[src/rtl/umi_pkg.sv]
// Shared UMI opcode constants and request classification helper.
package umi_pkg;

  localparam logic [4:0] UMI_REQ_READ   = 5'h01;
  localparam logic [4:0] UMI_REQ_WRITE  = 5'h03;
  localparam logic [4:0] UMI_REQ_POSTED = 5'h05;
  localparam logic [4:0] UMI_REQ_ATOMIC = 5'h09;

  // True for opcodes that will produce a response from the RAM.
  function automatic logic umi_expects_resp(input logic [4:0] opcode);
    return (opcode == UMI_REQ_READ) || (opcode == UMI_REQ_WRITE) ||
           (opcode == UMI_REQ_ATOMIC);
  endfunction

endpackage

[src/rtl/umi_tag_fifo.sv]
// Small synchronous FIFO holding the host's original ID bits for each
// response-expecting request, in issue order; head is readable combinationally.
module umi_tag_fifo #(
  parameter int W     = 1,
  parameter int DEPTH = 4
) (
  input  logic         clk,
  input  logic         reset,
  input  logic         push,
  input  logic [W-1:0] push_data,
  input  logic         pop,
  output logic [W-1:0] head,
  output logic         full,
  output logic         empty
);

  localparam int PW = (DEPTH > 1) ? $clog2(DEPTH) : 1;
  localparam int CNTW = $clog2(DEPTH + 1);

  logic [W-1:0]    mem_q [DEPTH];
  logic [PW-1:0]   wr_ptr_q, wr_ptr_d;
  logic [PW-1:0]   rd_ptr_q, rd_ptr_d;
  logic [CNTW-1:0] count_q, count_d;
  logic            do_push, do_pop;

  always_comb begin
    full    = (count_q == CNTW'(DEPTH));
    empty   = (count_q == '0);
    do_pop  = pop && !empty;
    // A pop in the same cycle frees the slot, so a push into a full FIFO is legal then.
    do_push = push && (!full || do_pop);
    wr_ptr_d = wr_ptr_q;
    rd_ptr_d = rd_ptr_q;
    if (do_push) begin
      wr_ptr_d = (wr_ptr_q == PW'(DEPTH - 1)) ? '0 : wr_ptr_q + PW'(1);
    end
    if (do_pop) begin
      rd_ptr_d = (rd_ptr_q == PW'(DEPTH - 1)) ? '0 : rd_ptr_q + PW'(1);
    end
    count_d = count_q + CNTW'(do_push) - CNTW'(do_pop);
    head    = mem_q[rd_ptr_q];
  end

  always_ff @(posedge clk) begin
    if (reset) begin
      wr_ptr_q <= '0;
      rd_ptr_q <= '0;
      count_q  <= '0;
    end else begin
      wr_ptr_q <= wr_ptr_d;
      rd_ptr_q <= rd_ptr_d;
      count_q  <= count_d;
    end
  end

  always_ff @(posedge clk) begin
    if (do_push) begin
      mem_q[wr_ptr_q] <= push_data;
    end
  end

endmodule

[src/rtl/umi_req_tracker.sv]
// Per-port request shim: stamps the port ID into request srcaddr, bounds
// outstanding responses, and restores the host ID bits on returning responses.
module umi_req_tracker
  import umi_pkg::*;
#(
  parameter int CW     = 32,
  parameter int AW     = 64,
  parameter int DW     = 256,
  parameter int N      = 1,
  parameter int IDOFF  = 40,
  parameter int PORTID = 0,
  parameter int MAXOUT = 4
) (
  input  logic                         clk,
  input  logic                         reset,
  input  logic                         host_req_valid,
  input  logic [CW-1:0]                host_req_cmd,
  input  logic [AW-1:0]                host_req_dstaddr,
  input  logic [AW-1:0]                host_req_srcaddr,
  input  logic [DW-1:0]                host_req_data,
  output logic                         host_req_ready,
  output logic                         dev_req_valid,
  output logic [CW-1:0]                dev_req_cmd,
  output logic [AW-1:0]                dev_req_dstaddr,
  output logic [AW-1:0]                dev_req_srcaddr,
  output logic [DW-1:0]                dev_req_data,
  input  logic                         dev_req_ready,
  input  logic                         dev_resp_valid,
  input  logic [CW-1:0]                dev_resp_cmd,
  input  logic [AW-1:0]                dev_resp_dstaddr,
  input  logic [AW-1:0]                dev_resp_srcaddr,
  input  logic [DW-1:0]                dev_resp_data,
  output logic                         dev_resp_ready,
  output logic                         host_resp_valid,
  output logic [CW-1:0]                host_resp_cmd,
  output logic [AW-1:0]                host_resp_dstaddr,
  output logic [AW-1:0]                host_resp_srcaddr,
  output logic [DW-1:0]                host_resp_data,
  input  logic                         host_resp_ready,
  output logic [$clog2(MAXOUT+1)-1:0]  outstanding,
  output logic                         err_unexpected
);

  localparam int OW = $clog2(MAXOUT + 1);
  localparam int RW = CW + AW + AW + DW;
  localparam logic [N-1:0] PORT_ONEHOT = N'(1) << PORTID;

  logic          head_valid_q, head_valid_d;
  logic          skid_valid_q, skid_valid_d;
  logic [RW-1:0] head_data_q, head_data_d;
  logic [RW-1:0] skid_data_q, skid_data_d;
  logic [OW-1:0] outstanding_q, outstanding_d;
  logic          err_q, err_d;

  logic          req_expects, host_req_fire, dev_req_fire, resp_fire, resp_tracked;
  logic          tag_push, tag_full, tag_empty;
  logic [N-1:0]  tag_head;
  logic [AW-1:0] stamped_srcaddr, restored_dstaddr;
  logic [RW-1:0] new_req;

  always_comb begin
    req_expects    = umi_expects_resp(host_req_cmd[4:0]);
    // The tag FIFO occupancy tracks outstanding exactly, so its full/empty
    // flags double as the outstanding==MAXOUT / outstanding==0 tests.
    host_req_ready = !reset && !(head_valid_q && skid_valid_q) &&
                     !(req_expects && tag_full);
    host_req_fire  = host_req_valid && host_req_ready;
    tag_push       = host_req_fire && req_expects;
    dev_req_fire   = head_valid_q && dev_req_ready;
    resp_fire      = dev_resp_valid && host_resp_ready;
    resp_tracked   = resp_fire && !tag_empty;

    stamped_srcaddr               = host_req_srcaddr;
    stamped_srcaddr[IDOFF +: N]   = PORT_ONEHOT;
    new_req = {host_req_cmd, host_req_dstaddr, stamped_srcaddr, host_req_data};

    head_valid_d = head_valid_q;
    head_data_d  = head_data_q;
    skid_valid_d = skid_valid_q;
    skid_data_d  = skid_data_q;
    if (dev_req_fire) begin
      if (skid_valid_q) begin
        head_valid_d = 1'b1;
        head_data_d  = skid_data_q;
        skid_valid_d = host_req_fire;
        skid_data_d  = new_req;
      end else begin
        head_valid_d = host_req_fire;
        head_data_d  = new_req;
      end
    end else if (host_req_fire) begin
      if (!head_valid_q) begin
        head_valid_d = 1'b1;
        head_data_d  = new_req;
      end else begin
        skid_valid_d = 1'b1;
        skid_data_d  = new_req;
      end
    end

    outstanding_d = outstanding_q + OW'(tag_push) - OW'(resp_tracked);
    err_d         = err_q || (resp_fire && tag_empty);

    restored_dstaddr = dev_resp_dstaddr;
    if (!tag_empty) begin
      restored_dstaddr[IDOFF +: N] = tag_head;
    end
  end

  always_ff @(posedge clk) begin
    if (reset) begin
      head_valid_q  <= 1'b0;
      skid_valid_q  <= 1'b0;
      outstanding_q <= '0;
      err_q         <= 1'b0;
    end else begin
      head_valid_q  <= head_valid_d;
      skid_valid_q  <= skid_valid_d;
      outstanding_q <= outstanding_d;
      err_q         <= err_d;
    end
  end

  always_ff @(posedge clk) begin
    head_data_q <= head_data_d;
    skid_data_q <= skid_data_d;
  end

  umi_tag_fifo #(
    .W     (N),
    .DEPTH (MAXOUT)
  ) u_tag_fifo (
    .clk       (clk),
    .reset     (reset),
    .push      (tag_push),
    .push_data (host_req_srcaddr[IDOFF +: N]),
    .pop       (resp_tracked),
    .head      (tag_head),
    .full      (tag_full),
    .empty     (tag_empty)
  );

  assign dev_req_valid = head_valid_q;
  assign {dev_req_cmd, dev_req_dstaddr, dev_req_srcaddr, dev_req_data} = head_data_q;

  assign host_resp_valid   = dev_resp_valid;
  assign dev_resp_ready    = host_resp_ready;
  assign host_resp_cmd     = dev_resp_cmd;
  assign host_resp_dstaddr = restored_dstaddr;
  assign host_resp_srcaddr = dev_resp_srcaddr;
  assign host_resp_data    = dev_resp_data;

  assign outstanding    = outstanding_q;
  assign err_unexpected = err_q;

endmodule
[config.mk]
export PLATFORM = sky130hd
export DESIGN_NAME = umi_req_tracker
export DESIGN_NICKNAME = d
export VERILOG_FILES = /design/src/rtl/umi_pkg.sv /design/src/rtl/umi_tag_fifo.sv /design/src/rtl/umi_req_tracker.sv
export SDC_FILE = /design/constraint.sdc
export NUM_CORES = 1
export LEC_CHECK = 0
export BUFFER_PORTS_ARGS = -buffer_cell sky130_fd_sc_hd__buf_2
export CAP_MARGIN = 20
export CELL_PAD_IN_SITES_DETAIL_PLACEMENT = 1
export CELL_PAD_IN_SITES_GLOBAL_PLACEMENT = 2
export CORE_AREA = 2 2 646 648
export DETAILED_ROUTE_END_ITERATION = 16
export DIE_AREA = 0 0 648 650
export GPL_TIMING_DRIVEN = 0
export PLACE_DENSITY_LB_ADDON = 0.1
export SLEW_MARGIN = 20
export SYNTH_ARGS = -nofsm -noshare
export SYNTH_HDL_FRONTEND = slang
export SYNTH_HIERARCHICAL = 1
export SYNTH_SLANG_ARGS = --single-unit
[constraint.sdc]
create_clock -name clk -period 53.3 [get_ports clk]
set_clock_uncertainty 0.2 [all_clocks]
set_input_delay 7.995 -clock clk [delete_from_list [all_inputs] [get_ports clk]]
set_output_delay 7.995 -clock clk [all_outputs]
set_load 0.01 [all_outputs]
# Yosys cells after proc, flatten, opt, wreduce, memory -nomap -nowiden

Memory sizes are Yosys's and may differ from the RTL's. A register that Yosys moved wholly into a read port is not among the register bits.
Index checks and enable logic that the tools add are counted.

Register bits after elaboration: 845
Memory bits (writable): 4
Input bits: 838
Output and inout port bits: 840
Word-level logic and storage cells: 73
Memories kept: 1

Memory list:

| memory           | words | width | rd ports | clocked after memory_dff | write ports | RTL line           | text |
|---|---|---|---|---|---|---|---|
| u_tag_fifo.mem_q | 4     | 1     | 1        | 1                        | 1           | umi_tag_fifo.sv:20 | `logic [W-1:0] mem_q [DEPTH];` |

$add $sub $neg: 6
Eq/ne operators: 8
Multiplexer cells: 22
Reduce and logical (&&, ||, !) cells: 27

Operators with widths:

| cell                                           | count |
|---|---|
| two-way mux 416 bit                            | 8 |
| logical AND 1 bit                              | 12 |
| two-way mux 1 bit                              | 10 |
| two-way mux 2 bit                              | 4 |
| adder 3 x 1 -> 3 bit                           | 2 |
| subtractor 3 x 1 -> 3 bit                      | 2 |
| == test 5 x 1 -> 1 bit (second input constant) | 1 |
| == test 5 x 2 -> 1 bit (second input constant) | 1 |
| == test 5 x 4 -> 1 bit (second input constant) | 1 |
| logical NOT 1 bit                              | 5 |
| adder 2 x 1 -> 2 bit (second input constant)   | 2 |
| == test 2 bit (second input constant)          | 2 |
| logical OR 1 bit                               | 4 |
| AND reduction 2 bit                            | 2 |
| nonzero test 2 bit                             | 2 |
| == test 3 bit (second input constant)          | 1 |
| logical NOT 3 bit                              | 1 |
| AND reduction 3 bit                            | 1 |
| != test 2 x 1 -> 1 bit (second input constant) | 1 |
| != test 2 bit (second input constant)          | 1 |

# Depth between registers and ports, before layout

Gate-level depths: netlist of run 1.

Word-level depth: 11
Mapped depth: 12
Depth with buffers taken out: 11

# By module

Netlist of run 1, hierarchy kept.

By module, submodules not included:

| module          | instances | cells each | area each (um2) | sequential area each (um2) |
|---|---|---|---|---|
| umi_req_tracker | 1         | 1755       | 34249.1         | 25044.0 |
| umi_tag_fifo    | 1         | 52         | 623.1           | 300.3 |

# Worst setup path before layout of run 1

OpenSTA, ideal clock, no wires.

Kind: input-to-reg
From: input host_req_cmd[0]
To: register head_data_q[0], enable pin
Setup time: 1.795 ns
Arrival: 38.446 ns
Data required time: 51.305 ns
Setup slack: 12.859 ns
Stages: 3
Buffers on the path: 0
Cells stage by stage: nor2b_1 > a31o_2 > o31ai_1

Word-level cells in the longest chain between the ends: 9
Elaborated cells on any way between the ends: 11
Classes of those cells: 3 x eq/ne; 8 x reduce/logical

RTL lines:

| what                                                             | RTL line               | text |
|---|---|---|
| start: declaration                                               | umi_req_tracker.sv:17  | `input logic [CW-1:0] host_req_cmd,` |
| == test 5 x 1 -> 1 bit or == test 5 x 2 -> 1 bit (tied branches) | umi_pkg.sv:11          | `return (opcode == UMI_REQ_READ) \|\| (opcode == UMI_REQ_WRITE) \|\|` |
| logical OR 1 bit                                                 | umi_pkg.sv:11          |  |
| logical OR 1 bit *                                               | umi_pkg.sv:11          |  |
| logical AND 1 bit *                                              | umi_req_tracker.sv:66  | `!(req_expects && tag_full);` |
| logical NOT 1 bit *                                              | umi_req_tracker.sv:66  |  |
| logical AND 1 bit *                                              | umi_req_tracker.sv:65  | `host_req_ready = !reset && !(head_valid_q && skid_valid_q) &&` |
| logical AND 1 bit *                                              | umi_req_tracker.sv:67  | `host_req_fire = host_req_valid && host_req_ready;` |
| nonzero test 2 bit (no source line) *                            | --                     |  |
| AND reduction 2 bit (no source line) *                           | --                     |  |
| end signal: assignment                                           | umi_req_tracker.sv:125 | `head_data_q <= head_data_d;` |
| end: declaration                                                 | umi_req_tracker.sv:50  | `logic [RW-1:0] head_data_q, head_data_d;` |

Every way passes the cells marked *; elsewhere a longest branch is shown, timed or not.
A chain may end at the register's enable or synchronous reset.

# Worst setup path after layout of run 1

From: input host_req_cmd[0]
To: output host_req_ready

Word-level cells in the longest chain between the ends: 6
Elaborated cells on any way between the ends: 8
Classes of those cells: 3 x eq/ne; 5 x reduce/logical

RTL lines:

| what                                                             | RTL line              | text |
|---|---|---|
| == test 5 x 1 -> 1 bit or == test 5 x 2 -> 1 bit (tied branches) | umi_pkg.sv:11         |  |
| logical OR 1 bit                                                 | umi_pkg.sv:11         |  |
| logical OR 1 bit *                                               | umi_pkg.sv:11         |  |
| logical AND 1 bit *                                              | umi_req_tracker.sv:66 |  |
| logical NOT 1 bit *                                              | umi_req_tracker.sv:66 |  |
| logical AND 1 bit *                                              | umi_req_tracker.sv:65 |  |
| end: declaration                                                 | umi_req_tracker.sv:21 | `output logic host_req_ready,` |

Marks and branches as above.

==> results.py, run 1 <==
metrics = {
    "synth": {
        "yosys_most_used_dff": "edfxtp_1",
        "synthArstFlopShare_pct": 0,
        "syn_area_per_cell_um2": 19.30,
        "ys_seq_area_share_pct": 72.68,
        "synthTopCellsByArea": "edfxtp_1 (72%), buf_4 (9.0%), mux2_4 (8.6%), mux2_2 (5.7%), mux2_1 (1.3%)",
        "yosysTopAreaCell": "edfxtp_1",
        "synth_seq_cells": 849,
        "synth_top_area_share_pct": 71.82,
        "netlist_instances": 1807,
        "syn_area_um2": 34870,
        "synth_edf_count": 834,
        "syn_nets": 2655,
        "ys_types": 38,
        "ys_warn_count": 6,
    },
    "timing": {
        "relSlewSlack_pct": 54.18,
        "maxSlewViolCount": 0,
        "max_freq_mhz": 58.02,
        "period_needed_ns": 17.24,
        "worst_pin_slew_ns": 0.6815,
        "hold_viol": 0,
        "rsz0062_at_grt": "no",
        "setup-violations-final": 0,
        "finalCritPeriodShare_pct": 32.34,
        "setup_tns_ns": 0,
    },
    "floorplanning": {
        "fp.dieH_um": 650,
        "core-area_um2": 414900,
        "rows": 237,
        "start_util_pct": 8.406,
        "die_area_um2": 421200,
        "die_x_um": 648,
        "io_pins": 1678,
    },
    "critical_path": {
        "path_max_fanout": 4,
        "crit_path_start_kind": "input port",
        "crit_family": "simple AND/OR/NAND/NOR gates",
        "critPathKind": "input port to output port",
        "r2r_slack_ns": 48.87,
        "path_buf_inv": 2,
        "crit_top_cell": "buf_2",
        "endpoint_kind": "output port",
        "crit_chain": "buf_2 -> nor2b_1 -> and3_1 -> nor2_1 -> buf_2",
        "crit_slowest_cell": "nor2b_1",
        "arrival_ns": 9.04,
        "worstPathRequired_ns": 45.10,
        "critPathMaxStageDelay_ns": 0.33,
    },
    "grt": {
        "grt_usage_pct": 7.966,
        "grt_max_degree": 17,
        "antenna_found_initial": 178,
        "grt-ovfl-total": 0,
        "first_global_vias": 22674,
        "grt_pass1_wl_um": 225400,
    },
    "layout": {
        "nets": 4133,
        "fin_util_pct": 12.95,
        "final_layout_size_suffix_gt1_share_pct": 70.11,
        "areaGrowthSynthToFinish_pct": 54.06,
    },
    "placement": {
        "dp_hpwl_um": 140900,
        "portBuffers": 1260,
        "gp_congestion": 0.7013,
    },
    "clocking": {
        "path_clk_slew_ns": 0.06,
        "cts-resized-gates": 0,
        "clk_path_buf_depth": 4,
        "tritoncts": "yes",
        "postCtsSetupBuffers": 0,
        "cts_hold_buf": 0,
        "root_buffer": "clkbuf_16",
        "clk_latency_ns": 0.81,
        "numCtsBuffers": 135,
        "clock-sinks": 849,
        "htree_levels": 4,
    },
    "min_path": {
        "min_path_type": "flip-flop to flip-flop",
    },
    "route": {
        "wl_per_cell_um": 19.62,
        "drt_iter0_drc": 724,
        "finalWirelength_um": 174800,
        "routed_via_density": 2.408,
        "dr_total_vias": 21453,
        "firstDrtPassIters": 4,
        "post-route-drc-count": 0,
        "detail-route-antenna-nets": 0,
    },
    "flow_run": {
        "maxCapViolCount": 0,
    },
    "run_status": {
        "status": "finished clean",
    },
    "power": {
        "power.leakage_nw": 20.83,
        "p_per_area_nw_per_um2": 33.80,
        "ir_worst_vdd_mv": 0.01727,
    },
}
## metrics by stage
| stage | std cells | total power [W] | cell area, µm² | hold slack [ns] | worst slack (ns) |
|---|---|---|---|---|---|
| floorplan | 1807 | 0.0009016 | 34870 | 0.2634 | 12.86 |
| global placement | 8564 | 0.001043 | 48060 | 0.2767 | -26.25 |
| detailed placement | 8645 | 0.0009711 | 49540 | 0.2735 | 35.97 |
| CTS | 8876 | 0.001892 | 53640 | 0.2965 | 35.95 |
| global route | 8882 | 0.001914 | 53660 | 0.3189 | 35.92 |
| finish | 8910 | 0.001816 | 53730 | 0.2940 | 36.06 |
## worst register-to-register path, delay by kind of cell (launching register included)
family / cells / cell delay [ns]
AO/OA/AOI/OAI: 1 / 0.28
buffers and inverters: 12 / 2.72
flip-flops: 1 / 0.53
AND/OR/NAND/NOR: 1 / 0.42
## worst paths after layout
path / start / endpoint / cells after the start
max: host_req_cmd[0] / host_req_ready / 5
min: u_tag_fifo/rd_ptr_q[0]$_SDFFE_PP0N_ / u_tag_fifo/rd_ptr_q[0]$_SDFFE_PP0N_ / 2
max reg2reg: dev_req_valid$_SDFFE_PP0P_ / skid_data_q[247]$_DFFE_PP_ / 14
min reg2reg: u_tag_fifo/rd_ptr_q[0]$_SDFFE_PP0N_ / u_tag_fifo/rd_ptr_q[0]$_SDFFE_PP0N_ / 2
## state kept, by name, summed over array words and instances (netlist names), named ones only
name,flops
dev_req_valid,1
err_unexpected,1
head_data_q,415
outstanding,3
skid_data_q,415
skid_valid_q,1
u_tag_fifo/count_q,3
u_tag_fifo/mem_q,4
u_tag_fifo/rd_ptr_q,2
u_tag_fifo/wr_ptr_q,2
## layout make-up
class	count	area [µm²]
timing repair buffer	1341	7762
antenna	34	85.08
buffer	466	3545
fill	47306	361100
multi-input combinational	485	5983
clock buffer	169	3568
tap	5497	6878
sequential	849	25340
clock inverter	62	533.0
inverter	7	26.28
## routing by layer
layer  GRT usage, %  share of wire (%)  vias to the layer above
met4          2.524                3.7                       42
met5              0               0.15                        -
met1          7.679                 33                    10420
met3          2.944                8.4                      447
met2          15.41                 55                     1103
li1               -                  -                     9441
## synthesized netlist by cell type, drive strengths merged, types with 2 or more instances
cell type and instances:
fa 2, clkbuf 3, o31ai 4, a21o 2
inv 7, xor2 2, ha 8, dfxtp 15
nor2b 3, edfxtp 834, o21ai 3, nand2 5
nor3 4, nor2 9, and3 6, a21oi 4
and2 2, buf 463, nand3 4, mux2 416
## where the power goes
part	total, W	internal (W)	switching [W]	leakage (nW)
Clock	0.000867	0.000505	0.000363	2.00
Combinational	0.000175	0.0000834	0.0000914	11.0
Sequential	0.000774	0.000768	0.00000625	7.84
Total	0.00182	0.00136	0.000461	20.8
## logic make-up after synthesis
kind of cell / count (synthesis) / synth area share [%]
flops: 849 / 72.68
buf+inv: 473 / 10.24
mux: 418 / 15.68
simple gates: 38 / 0.6172
compound gates: 15 / 0.3014
fa+ha+maj: 10 / 0.4019
xor+xnor: 3 / 0.07536
other cells: 1 / 0.01075
## cells in the final DEF, fill, tap and decap left out, drive strengths merged, types with 2 or more instances in the layout
master,n
a21o,2
a21oi,4
and2,2
and3,6
buf,1804
bufinv,6
clkbuf,172
clkinv,44
clkinvlp,3
dfxtp,15
diode,34
edfxtp,834
fa,2
ha,8
inv,16
mux2,416
nand2,5
nand3,4
nor2,9
nor2b,3
nor3,4
o21ai,3
o31ai,4
xor2,2
Note: power is estimated with default switching activity, not from simulation.
==> inputs of run 2 (changes only) <==
--- a/config.mk
+++ b/config.mk
@@ -5,13 +5,14 @@
 export SDC_FILE = /design/constraint.sdc
 export NUM_CORES = 1
 export LEC_CHECK = 0
+export ABC_AREA = 1
 export BUFFER_PORTS_ARGS = -buffer_cell sky130_fd_sc_hd__buf_2
 export CAP_MARGIN = 20
 export CELL_PAD_IN_SITES_DETAIL_PLACEMENT = 1
 export CELL_PAD_IN_SITES_GLOBAL_PLACEMENT = 2
-export CORE_AREA = 2 2 646 648
+export CORE_AREA = 2 2 647 649
 export DETAILED_ROUTE_END_ITERATION = 16
-export DIE_AREA = 0 0 648 650
+export DIE_AREA = 0 0 649 651
 export GPL_TIMING_DRIVEN = 0
 export PLACE_DENSITY_LB_ADDON = 0.1
 export SLEW_MARGIN = 20
==> constraint.sdc (replaced) <==
create_clock -name clk -period 14.19 [get_ports clk]
set_clock_uncertainty 0.2 [all_clocks]
set_input_delay 2.1285 -clock clk [delete_from_list [all_inputs] [get_ports clk]]
set_output_delay 2.1285 -clock clk [all_outputs]
set_load 0.01 [all_outputs]
==> results.py, run 2 <==
metrics = {
    "run_status": {
        "status": "finished clean",
    },
    "clocking": {
        "cts-resized-gates": 0,
        "numCtsBuffers": 136,
        "path_clk_slew_ns": 0.05,
        "postCtsSetupBuffers": 0,
        "tritoncts": "yes",
        "clk_latency_ns": 0.82,
        "htree_levels": 4,
        "cts_hold_buf": 0,
        "clock-sinks": 849,
        "clk_path_buf_depth": 4,
        "root_buffer": "clkbuf_16",
    },
    "floorplanning": {
        "fp.dieH_um": 651,
        "io_pins": 1678,
        "core-area_um2": 415400,
        "rows": 237,
        "die_x_um": 649,
        "start_util_pct": 8.550,
        "die_area_um2": 422500,
    },
    "route": {
        "wl_per_cell_um": 20.79,
        "routed_via_density": 2.431,
        "dr_total_vias": 21750,
        "post-route-drc-count": 0,
        "finalWirelength_um": 186000,
        "detail-route-antenna-nets": 0,
        "drt_iter0_drc": 707,
        "firstDrtPassIters": 4,
    },
    "layout": {
        "reg_top3": "head_data_q x415, skid_data_q x415, u_tag_fifo/mem_q x4",
        "layout.cells.most_common_list": "buf_2 (1268), edfxtp_1 (834), buf_4 (418)",
        "final_common_cell": "buf_2",
        "instances_no_fill": 8947,
        "fin_util_pct": 13.15,
        "nets": 4150,
        "areaGrowthSynthToFinish_pct": 53.83,
        "multi_input_area_um2": 6501,
        "stdcell_area_um2": 54640,
        "seq_area_um2": 25340,
        "fill_cells": 47277,
        "final_layout_size_suffix_gt1_share_pct": 69.87,
    },
    "timing": {
        "maxSlewViolCount": 0,
        "period_needed_ns": 5.542,
        "worst_pin_slew_ns": 0.8878,
        "max_freq_mhz": 180.4,
        "finalCritPeriodShare_pct": 39.06,
        "relSlewSlack_pct": 40.81,
        "hold_viol": 0,
        "setup_tns_ns": 0,
        "setup-violations-final": 0,
        "final.setup.worst_slack_ns": 8.648,
        "rsz0062_at_grt": "no",
    },
    "critical_path": {
        "arrival_ns": 3.21,
        "r2r-end": "head_data_q[398]$_DFFE_PP_",
        "path_buf_inv": 3,
        "critPathMaxStageDelay_ns": 0.32,
        "crit_top_cell": "buf_2",
        "endpoint_kind": "output port",
        "crit_chain": "buf_2 -> nor2_1 -> nand4_1 -> nand2_1 -> inv_1 -> buf_2",
        "critPathKind": "input port to output port",
        "r2r_cells": 17,
        "crit_family": "simple AND/OR/NAND/NOR gates",
        "path_max_fanout": 3,
        "r2r_slack_ns": 10.18,
        "crit_path_start_kind": "input port",
        "crit_slowest_cell": "nand4_1",
        "worstPathRequired_ns": 11.86,
        "timing.rr.start": "u_tag_fifo/count_q[1]$_SDFF_PP0_",
    },
    "grt": {
        "grt-ovfl-total": 0,
        "grt_max_degree": 18,
        "first_global_vias": 23033,
        "antenna_found_initial": 200,
        "grt_usage_pct": 8.443,
        "grt_pass1_wl_um": 238600,
    },
    "synth": {
        "synthArstFlopShare_pct": 0,
        "synth_top_area_share_pct": 70.50,
        "ys_types": 26,
        "synth_seq_cells": 849,
        "syn_area_um2": 35520,
        "netlist_instances": 1836,
        "yosysTopAreaCell": "edfxtp_1",
        "yosys_most_used_dff": "edfxtp_1",
        "synth_common_cells": "edfxtp_1 (834), buf_4 (418), mux2_4 (350)",
        "synth_edf_count": 834,
        "yosysMostFrequentCell": "edfxtp_1",
        "ys_warn_count": 6,
        "synthTopCellsByArea": "edfxtp_1 (71%), mux2_4 (15%), buf_4 (8.8%), mux2_2 (2.1%), buf_6 (1.2%)",
        "syn_nets": 2684,
        "syn_area_per_cell_um2": 19.35,
        "ys_seq_area_share_pct": 71.35,
    },
    "placement": {
        "postPlaceCellArea_um2": 50480,
        "dp_hpwl_um": 152800,
        "pre_cts_ws_ns": 8.191,
        "gp_congestion": 0.7876,
        "dp.cells": 8661,
        "portBuffers": 1261,
    },
    "power": {
        "p_per_area_nw_per_um2": 123.1,
        "ir_worst_vdd_mv": 0.06454,
        "power.leakage_nw": 21.69,
    },
    "flow_run": {
        "maxCapViolCount": 0,
    },
    "min_path": {
        "min_delay_path_depth": 2,
        "hold_end": "err_unexpected$_SDFF_PP0_",
        "min_path_type": "flip-flop to flip-flop",
        "hp-start": "err_unexpected$_SDFF_PP0_",
    },
}
## run 2: cell types whose count changed after synthesis, sizes merged, moves of 5 or more
cell / previous run / this run
a21oi: 4 / 10
and3: 6 / 1
nand2: 5 / 25
inv: 7 / 23
nand3: 4 / 11
nor2: 9 / 18
## run 2: power breakdown
part	total, W	internal, W	leakage (nW)	switching (W)
Combinational	0.000642	0.000316	11.9	0.000326
Sequential	0.00288	0.00286	7.81	0.0000193
Clock	0.00321	0.00186	1.93	0.00134
## run 2: stage by stage
stage	hold WS, ns	total power, W
2_1_floorplan	0.2494	0.003247
3_3_place_gp	0.2559	0.003638
3_5_place_dp	0.2472	0.003601
4_1_cts	0.2564	0.006986
5_1_grt	0.2949	0.007071
6_report	0.2512	0.006726
## run 2: cell families (layout without fill, tap and decap cells)
kind of cell / after synthesis / count (layout) / share of synthesized area [%]
flip-flops: 849 / 849 / 71.35
XOR/XNOR: 1 / 1 / 0.02466
other: 1 / 52 / 0.01056
buffers and inverters: 487 / 2050 / 10.41
adder cells (fa/ha/maj): 10 / 10 / 0.3945
AO/OA/AOI/OAI: 13 / 13 / 0.1937
AND/OR/NAND/NOR: 59 / 59 / 0.7292
multiplexers: 416 / 416 / 16.89
## run 2: how the worst max path moves through the flow
stage | from | end | slack (ns) | cells past startpoint
2_1_floorplan | reset | head_data_q[0]$_DFFE_PP_ | 0.1 | 3
3_3_place_gp | host_req_cmd[1] | head_data_q[398]$_DFFE_PP_ | -13.68 | 5
3_5_place_dp | host_req_cmd[1] | head_data_q[398]$_DFFE_PP_ | 8.19 | 16
4_1_cts | host_req_cmd[4] | host_req_ready | 8.52 | 6
5_1_grt | host_req_cmd[4] | host_req_ready | 8.41 | 6
6_report | host_req_cmd[4] | host_req_ready | 8.65 | 6
## run 2: area by class of cell
type                       count  share of cell area [%]
inverter                      23                  0.1580
buffer                       464                   6.610
timing repair buffer        1328                   14.75
clock buffer                 185                   6.643
sequential                   849                   46.38
tap                         5497                   12.59
multi-input combinational    500                   11.90
clock inverter                50                  0.7442
antenna                       51                  0.2336
## run 2: metal layers
layer | routed length [µm] | global-route usage, % | vias to the layer above
li1 | - | - | 9479
met1 | 62870 | 8.215 | 10576
met2 | 99010 | 16.11 | 1168
met3 | 16890 | 3.623 | 469
met4 | 6887 | 2.269 | 58
met5 | 379 | 0 | -
## run 2: worst reg2reg max path, cell delays in order, from the launching register on
cell and delay [ns]:
dfxtp_1 0.41, inv_1 0.06, nand2_1 0.07, nor2_1 0.07
nand4_1 0.24, nand3_1 0.31, o21ai_4 0.30, buf_16 0.20
buf_16 0.19, buf_12 0.20, buf_16 0.19, buf_16 0.17
buf_16 0.19, buf_16 0.18, buf_16 0.19, buf_16 0.19
buf_16 0.18, buf_8 0.17
==> inputs of run 3 (changes only) <==
--- a/config.mk
+++ b/config.mk
@@ -5,14 +5,14 @@
 export SDC_FILE = /design/constraint.sdc
 export NUM_CORES = 1
 export LEC_CHECK = 0
-export ABC_AREA = 1
+export ABC_AREA = 0
 export BUFFER_PORTS_ARGS = -buffer_cell sky130_fd_sc_hd__buf_2
 export CAP_MARGIN = 20
 export CELL_PAD_IN_SITES_DETAIL_PLACEMENT = 1
 export CELL_PAD_IN_SITES_GLOBAL_PLACEMENT = 2
-export CORE_AREA = 2 2 647 649
+export CORE_AREA = 2 2 646 648
 export DETAILED_ROUTE_END_ITERATION = 16
-export DIE_AREA = 0 0 649 651
+export DIE_AREA = 0 0 648 650
 export GPL_TIMING_DRIVEN = 0
 export PLACE_DENSITY_LB_ADDON = 0.1
 export SLEW_MARGIN = 20
==> constraint.sdc (replaced) <==
create_clock -name clk -period 5.7 [get_ports clk]
set_clock_uncertainty 0.2 [all_clocks]
set_input_delay 0.855 -clock clk [delete_from_list [all_inputs] [get_ports clk]]
set_output_delay 0.855 -clock clk [all_outputs]
set_load 0.01 [all_outputs]
==> results.py, run 3 (synthesis gave the netlist of run 1 again) <==
metrics = {
    "grt": {
        "grt-ovfl-total": 0,
        "antenna_found_initial": 86,
        "grt_pass1_wl_um": 233000,
        "first_global_vias": 24846,
        "grt_max_degree": 18,
        "grt_usage_pct": 8.096,
    },
    "floorplanning": {
        "die_area_um2": 421200,
        "die_x_um": 648,
        "start_util_pct": 8.406,
        "rows": 237,
        "fp.dieH_um": 650,
        "core-area_um2": 414900,
        "io_pins": 1678,
    },
    "timing": {
        "relSlewSlack_pct": 38.11,
        "final.setup.worst_slack_ns": 1.218,
        "worst_pin_slew_ns": 0.9283,
        "setup-violations-final": 0,
        "maxSlewViolCount": 0,
        "setup_tns_ns": 0,
        "finalCritPeriodShare_pct": 78.63,
        "period_needed_ns": 4.482,
        "max_freq_mhz": 223.1,
        "rsz0062_at_grt": "no",
        "hold_viol": 0,
    },
    "power": {
        "power.leakage_nw": 22.57,
        "power_w": 0.01722,
        "p_per_area_nw_per_um2": 297.3,
        "ir_worst_vdd_mv": 0.1573,
    },
    "critical_path": {
        "worstPathRequired_ns": 5.99,
        "crit_family": "buffers and inverters",
        "r2r_cells": 14,
        "worst-path-stages": 14,
        "crit_slowest_cell": "dfxtp_1",
        "crit_chain": "nand3_1 -> buf_2 -> buf_6 -> buf_6 -> o21ai_4 -> buf_16 -> buf_16 -> buf_16 -> buf_16 -> buf_16 -> buf_16 -> buf_16 -> buf_16 -> buf_8",
        "endpoint_kind": "flip-flop",
        "critPathMaxStageDelay_ns": 0.55,
        "crit_path_start_kind": "flip-flop",
        "path_buf_inv": 12,
        "crit_top_cell": "buf_16",
        "arrival_ns": 4.77,
        "path_max_fanout": 15,
        "critPathKind": "flip-flop to flip-flop",
    },
    "layout": {
        "nets": 4554,
        "fin_util_pct": 13.97,
        "layout.cells.most_common_list": "buf_2 (1278), edfxtp_1 (834), dlygate4sd3_1 (419)",
        "reg_top3": "head_data_q x415, skid_data_q x415, u_tag_fifo/mem_q x4",
        "areaGrowthSynthToFinish_pct": 66.14,
        "fill_cells": 47190,
        "final_layout_size_suffix_gt1_share_pct": 62.14,
        "final_common_cell": "buf_2",
    },
    "min_path": {
        "min_delay_path_depth": 1,
        "min_path_type": "input port to flip-flop",
    },
    "clocking": {
        "clock-sinks": 849,
        "cts-resized-gates": 0,
        "root_buffer": "clkbuf_16",
        "clk_path_buf_depth": 4,
        "path_clk_slew_ns": 0.05,
        "clk_latency_ns": 0.83,
        "numCtsBuffers": 135,
        "htree_levels": 4,
        "tritoncts": "yes",
    },
    "placement": {
        "pre_cts_ws_ns": 0.3873,
        "dp_hpwl_um": 143100,
        "portBuffers": 1260,
        "gp_congestion": 0.7204,
    },
    "route": {
        "detail-route-antenna-nets": 0,
        "drt_iter0_drc": 731,
        "routed_via_density": 2.442,
        "wl_per_cell_um": 19.03,
        "finalWirelength_um": 177500,
        "post-route-drc-count": 0,
        "dr_total_vias": 22773,
        "firstDrtPassIters": 4,
    },
    "run_status": {
        "status": "finished clean",
    },
    "flow_run": {
        "maxCapViolCount": 0,
    },
}
run 3: power by group:
part	switching [W]	total, W	internal (W)
Combinational	0.000965	0.00194	0.000976
Clock	0.00338	0.00805	0.00466
Sequential	0.0000583	0.00724	0.00718
Total	0.00441	0.0172	0.0128
run 3: path summary, 6_finish.rpt:
check | startpoint | to | slack, ns
max | dev_req_valid$_SDFFE_PP0P_ | skid_data_q[317]$_DFFE_PP_ | 1.22
min reg2reg | u_tag_fifo/rd_ptr_q[0]$_SDFFE_PP0N_ | flip-flop | 0.30
min | host_req_data[25] | skid_data_q[25]$_DFFE_PP_ | 0.11
max reg2reg | dev_req_valid$_SDFFE_PP0P_ | skid_data_q[317]$_DFFE_PP_ | 1.22
run 3: layout make-up:
type	instances	area, µm²	share of cell area [%]
timing repair buffer	1762	12000	20.72
buffer	466	3553	6.133
clock inverter	51	460.4	0.7947
clock buffer	183	3601	6.215
tap	5497	6878	11.87
antenna	27	67.56	0.1166
inverter	7	26.28	0.04535
sequential	849	25340	43.74
multi-input combinational	485	6003	10.36
run 3: per-stage QoR:
stage / area (µm²) / hold WS [ns] / cells
final: 57940 / 0.1086 / 9327
after global routing: 57910 / 0.04175 / 9318
after CTS: 57870 / 0.002279 / 9300
after detailed placement: 49610 / 0.2712 / 8647
after global placement: 48110 / 0.2656 / 8564
after floorplan: 34930 / 0.2634 / 1807
run 3: per-layer routing:
layer,part of all wire [%],vias up,wire [µm],GRT usage (%)
met5,0.040,-,71,0
met4,2.6,10,4699,2.161
met3,6.8,300,12010,2.340
met2,55,970,97190,15.66
met1,36,11241,63540,8.360
li1,-,10252,-,-
run 3: repair_timing:
action,4_1_cts,5_1_grt
buffers inserted,0,0
hold buffers,419,0
endpoints found under the hold margin,439,0
